==> src/rtl/tdc_pkg.sv <==
// Shared types and sizing helpers for the TDC sample encoder.
package tdc_pkg;

    localparam int N_DELAY_DEFAULT = 32;

    typedef enum logic [1:0] {
        IDLE,
        CAP,
        ENC,
        OUT
    } state_e;

    // Width needed to hold every code from 0 to n inclusive.
    function automatic int tdc_code_w(input int n);
        return $clog2(n + 1);
    endfunction

endpackage

==> src/rtl/tdc_therm2bin.sv <==
// Combinational first-zero encoder for a thermometer word, with overflow
// (no zero present) and bubble (a 1 above the first zero) flags.
module tdc_therm2bin
    import tdc_pkg::*;
#(
    parameter  int N_DELAY = N_DELAY_DEFAULT,
    localparam int CODE_W  = tdc_code_w(N_DELAY)
) (
    input  logic [N_DELAY-1:0] therm_i,
    output logic [CODE_W-1:0]  code_o,
    output logic               overflow_o,
    output logic               bubble_o
);

    logic found;

    // NOTE: every always_comb output gets a default before any branch so no latch is inferred.
    always_comb begin
        code_o   = CODE_W'(N_DELAY);
        found    = 1'b0;
        bubble_o = 1'b0;
        for (int i = 0; i < N_DELAY; i++) begin
            // Bubble test uses 'found' from lower bits only, so it sees bits strictly above the code.
            if (found && therm_i[i]) begin
                bubble_o = 1'b1;
            end
            if (!found && !therm_i[i]) begin
                code_o = CODE_W'(i);
                found  = 1'b1;
            end
        end
        overflow_o = !found;
    end

endmodule

==> src/rtl/tdc_sample_encoder.sv <==
// Captures a TDC thermometer word on a sample strobe and emits its first-zero code
// through a valid/ready handshake. Define TDC_BUBBLE_FIX_EN to enable majority bubble correction.
module tdc_sample_encoder
    import tdc_pkg::*;
#(
    parameter  int N_DELAY = N_DELAY_DEFAULT,
    localparam int CODE_W  = tdc_code_w(N_DELAY)
) (
    input  logic               clk,
    input  logic               rst_n,
    input  logic [N_DELAY-1:0] therm_in,
    input  logic               sample,
    output logic               out_valid,
    input  logic               out_ready,
    output logic [CODE_W-1:0]  out_code,
    output logic               out_overflow,
    output logic               out_bubble,
    output logic [7:0]         drop_cnt
);

    state_e               state_q, state_d;
    logic [N_DELAY-1:0]   cap_q, fix_q, fix_d;
    logic [CODE_W-1:0]    code_q, enc_code;
    logic                 ovf_q, bub_q, enc_ovf, enc_bub;
    logic [7:0]           drop_q;
    logic                 capture, drop;

    always_comb begin
        state_d = state_q;
        capture = 1'b0;
        drop    = 1'b0;
        unique case (state_q)
            IDLE: begin
                if (sample) begin
                    capture = 1'b1;
                    state_d = CAP;
                end
            end
            CAP: begin
                drop    = sample;
                state_d = ENC;
            end
            ENC: begin
                drop    = sample;
                state_d = OUT;
            end
            OUT: begin
                if (out_ready) begin
                    capture = sample;
                    state_d = sample ? CAP : IDLE;
                end else begin
                    drop = sample;
                end
            end
            default: state_d = IDLE;
        endcase
    end

`ifdef TDC_BUBBLE_FIX_EN
    // Pad with the implied 1 below tap 0 and 0 above the last tap.
    logic [N_DELAY+1:0] ext;
    assign ext = {1'b0, cap_q, 1'b1};

    always_comb begin
        fix_d = '0;
        for (int i = 0; i < N_DELAY; i++) begin
            fix_d[i] = (ext[i] & ext[i+1]) | (ext[i+1] & ext[i+2]) | (ext[i] & ext[i+2]);
        end
    end
`else
    assign fix_d = cap_q;
`endif

    tdc_therm2bin #(
        .N_DELAY (N_DELAY)
    ) u_therm2bin (
        .therm_i    (fix_q),
        .code_o     (enc_code),
        .overflow_o (enc_ovf),
        .bubble_o   (enc_bub)
    );

    // NOTE: sequential state uses non-blocking assignments so every flop samples pre-edge values.
    always_ff @(posedge clk or negedge rst_n) begin
        if (!rst_n) begin
            state_q <= IDLE;
        end else begin
            state_q <= state_d;
        end
    end

    always_ff @(posedge clk or negedge rst_n) begin
        if (!rst_n) begin
            cap_q  <= '0;
            fix_q  <= '0;
            code_q <= '0;
            ovf_q  <= 1'b0;
            bub_q  <= 1'b0;
            drop_q <= '0;
        end else begin
            if (capture) begin
                cap_q <= therm_in;
            end
            if (state_q == CAP) begin
                fix_q <= fix_d;
            end
            if (state_q == ENC) begin
                code_q <= enc_code;
                ovf_q  <= enc_ovf;
                bub_q  <= enc_bub;
            end
            if (drop && (drop_q != 8'hFF)) begin
                drop_q <= drop_q + 8'd1;
            end
        end
    end

    assign out_valid    = (state_q == OUT);
    assign out_code     = code_q;
    assign out_overflow = ovf_q;
    assign out_bubble   = bub_q;
    assign drop_cnt     = drop_q;

endmodule

==> config.mk <==
export PLATFORM = sky130hd
export DESIGN_NAME = tdc_sample_encoder
export DESIGN_NICKNAME = d
export VERILOG_FILES = /design/src/rtl/tdc_pkg.sv /design/src/rtl/tdc_therm2bin.sv /design/src/rtl/tdc_sample_encoder.sv
export SDC_FILE = /design/constraint.sdc
export NUM_CORES = 1
export LEC_CHECK = 0
export CAP_MARGIN = 0
export CORE_MARGIN = 5
export CORE_UTILIZATION = 49
export DETAILED_ROUTE_END_ITERATION = 8
export HOLD_SLACK_MARGIN = 0.05
export PLACE_DENSITY = 0.76
export SKIP_LAST_GASP = 1
export SYNTH_ARGS = -nofsm -noshare
export SYNTH_HDL_FRONTEND = slang
export SYNTH_SLANG_ARGS = --single-unit
==> constraint.sdc <==
create_clock -name clk -period 2.05 [get_ports clk]
set_clock_uncertainty 0.2 [all_clocks]
set_input_delay 0.5125 -clock clk [delete_from_list [all_inputs] [get_ports clk]]
set_output_delay 0.5125 -clock clk [all_outputs]
set_load 0.005 [all_outputs]
==> flow_summary_export.csv <==
group,metric,value,unit
logic_synthesis,avgSynthCellArea,11.4,µm²
place,post-dp-hpwl,6.61,mm
sta,hold_viol_final,0,
die,design.die.area,9550,µm²
logic_synthesis,yosysWarnings,0,
die,start_util,0.495,
pwr,p_per_area,1450,nW/µm²
logic_synthesis,muxShareOfSynthArea,0.161,
pwr,p_comb_frac,0.464,
sta,drv_slew,0,
logic_synthesis,yosys-top-cells-count,"dfrtp_1 (81), mux2_2 (54), nand2_1 (36)",
layout,layout-drive-gt1-share,0.318,
setup_path,worstPathRequired,2.08,ns
die,core,7610,µm²
logic_synthesis,synth_fa_ha_area_frac,0.0199,
setup_path,worstPathArrival,2.06,ns
clocking,clock-root-buffer,"clkbuf_8",
routing,avgViaCountPerCell,5.44,
routing,drc,0,
place,gp_congestion,0.933,
clocking,clkSlewWorstSetupHoldPaths,0.09,ns
sta,min_period_over_period,0.990,
place,dp_slack,-0.204,ns
logic_synthesis,yosys.cell_types.count,47,
clocking,cts_tree,"built",
sta,fmax,493,MHz
layout,stdcell_count,545,
place,port_buffers,52,
logic_synthesis,ys_seq_area_frac,0.538,
logic_synthesis,synth_fp_nets,374,
logic_synthesis,synthMostInstantiatedCell,"dfrtp_1",
place,dpl.cell_count,511,
logic_synthesis,synth.largest_area_cell,"dfrtp_1",
setup_path,critPathMaxStageDelay,0.47,ns
logic_synthesis,synth_compound_gate_area_share,0.112,
setup_path,crit_path_cell_trace,"and4_1 -> or4b_4 -> a22o_1 -> a211oi_2 -> a31oi_1",
sta,worst_pin_slew,0.360,ns
logic_synthesis,synth-simple-area-share,0.124,
clocking,cts_buffer_depth,2,
logic_synthesis,netlist_area,3770,µm²
setup_path,critPathCaptureType,"flop",
logic_synthesis,synth_edf_count,0,
clocking,clkSinkCount,81,
sta,setup_ws,0.0205,ns
pwr,p_switching,2.68,mW
logic_synthesis,synthTopCellsByArea,"dfrtp_1 (54%), mux2_2 (16%), nand2_1 (3.6%)",
routing,route.vias.total,2963,
global_route,globalRouteTotalUtil,0.196,
die,die_w,97.7,µm
setup_path,crit_family,"simple AND/OR/NAND/NOR gates",
routing,postRouteAntennaNets,0,
sta,slew_headroom,0.754,
clocking,clk_latency,0.36,ns
setup_path,worst-path-max-fanout,4,
pwr,clock_power_share,0.145,
layout,diodes,0,
routing,drt_iter0_drc,77,
die,fp.dieH,97.7,µm
global_route,gr-total-overflow,0,
layout,fin_nets,480,
logic_synthesis,synth_xor_area_frac,0.0163,
routing,wirelength,9.14,mm
sta,fin_crit,2.03,ns
pwr,p_leak,2.17,nW
setup_path,critPathLaunchType,"flop",
setup_path,cpMaxStageDelayCell,"or4b_4",
pwr,internal_power,4.69,mW
die,ioPinCount,53,
pwr,ir_drop,0.880,mV
routing,drtPass1Iterations,4,
logic_synthesis,synthCells,332,
layout,synthToLayoutAreaGrowth,34.5,%
flow_run,cap_violations,0,
hold_path,hold_class,"flop to flop",
setup_path,cp_num_buf_inv,0,
logic_synthesis,synth.top_cell.area_share,0.538,
status,status,"finished, final reports clean",
logic_synthesis,ys.flop_type,"dfrtp_1",
global_route,antenna_found_initial,0,
logic_synthesis,synth-seq-cells,81,
routing,routedWlPerCell,16.8,µm
logic_synthesis,ys_async_sr_fraction,1.00,
sta,setup_viol,0,
global_route,grt_pass1_wl,15.0,mm
clocking,cts_made_buffers,9,
clocking,htreeDepth,3,
logic_synthesis,synth_top_family_by_area,"multiplexers",
global_route,grt_pass1_vias,3053,
global_route,grt_max_degree,51,
setup_path,critical_path_class,"flop to flop",
pwr,swShare,0.364,
pwr,power.share.sequential,0.391,
die,rows,32,
sta,rsz0062_at_grt,"true",
[cells by family after synthesis]
| family | after synthesis |
|---|---|
| AO/OA/AOI/OAI | 66 |
| XOR/XNOR | 7 |
| adder cells (fa/ha/maj) | 6 |
| buffers and inverters | 27 |
| flip-flops | 81 |
| multiplexers | 54 |
| AND/OR/NAND/NOR | 91 |
[state kept, by name, indices dropped and copies added (netlist names)]
| name | flops |
|---|---|
| fix_q | 32 |
| out_code | 6 |
| drop_cnt | 8 |
| out_bubble | 1 |
| cap_q | 32 |
| state_q | 2 |
[worst reg2reg max path: stages (launching register included)]
cell and delay (ns):
dfrtp_1 0.43, and4_1 0.24, or4b_4 0.47, a22o_1 0.24, a211oi_2 0.22, a31oi_1 0.10
[metal layers]
| metal | vias up | part of all wire | global-route usage |
|---|---|---|---|
| li1 | 1406 | - | - |
| met1 | 1460 | 0.45 | 0.265 |
| met2 | 81 | 0.48 | 0.304 |
| met3 | 16 | 0.043 | 0.0438 |
| met4 | 0 | 0.021 | 0.0852 |
| met5 | - | 0 | 0 |
[through the flow]
stage / setup TNS [ns] / instance area, µm² / hold slack [ns] / util / total power, mW
2_1_floorplan: 0 / 3770 / 0.0169 / - / 4.67
3_3_place_gp: -4.93 / 4670 / 0.246 / 0.614 / 5.82
3_5_place_dp: -5.49 / 4670 / 0.259 / 0.614 / 5.97
4_1_cts: -0.350 / 4900 / 0.291 / 0.644 / 7.12
5_1_grt: -0.564 / 5070 / 0.315 / 0.666 / 7.89
6_report: 0 / 5070 / 0.292 / 0.666 / 7.37
[cell usage in the layout (no fill, tap or decap), drive strengths merged, types with 6 or more instances in the layout]
cell type       n
a31oi           7
dfrtp          81
nor2           14
nor3            7
inv            18
o21ai          26
clkdlybuf4s50  49
nand2          36
nand4           9
ha              6
clkbuf         10
mux2           54
a21oi           7
buf            52
[path summary, 6_finish.rpt]
check                               to     start  slack (ns)  depth (start not counted)
max                         out_bubble  fix_q[4]        0.02                          5
min                           fix_q[8]  cap_q[8]        0.29                          2
max reg2reg                 out_bubble  fix_q[4]        0.02                          5
min reg2reg                   fix_q[8]  cap_q[8]        0.29                          2
max in group asynchronous  drop_cnt[2]     rst_n        0.65                          3
min in group asynchronous    fix_q[14]     rst_n        0.41                          2
[power groups by stage]
stage | logic, mW | clock network [mW] | registers [mW]
after floorplan | 1.79 | 0 | 2.87
after global placement | 2.92 | 0 | 2.90
after detailed placement | 3.03 | 0 | 2.93
after CTS | 3.15 | 1.09 | 2.88
after global routing | 3.73 | 1.17 | 2.99
final | 3.42 | 1.07 | 2.88
[final cells by class]
class / count / area, µm²
fill: 596 / 2540
sequential: 81 / 2030
multi-input combinational: 224 / 1700
timing repair buffer: 105 / 973
tap: 102 / 128
clock buffer: 9 / 124
inverter: 17 / 63.8
clock inverter: 7 / 56.3
[timing repair]
| item | in CTS | in global routing |
|---|---|---|
| pin swaps | 1 | 13 |
| hold buffers | 1 | 0 |
| setup endpoints to repair | 4 | 46 |
| setup buffers | 5 | 11 |
| endpoints found under the hold margin | 26 | 0 |
| gates resized for setup | 3 | 17 |
| gates cloned | 0 | 1 |
Power figures use the tool's default switching activity.
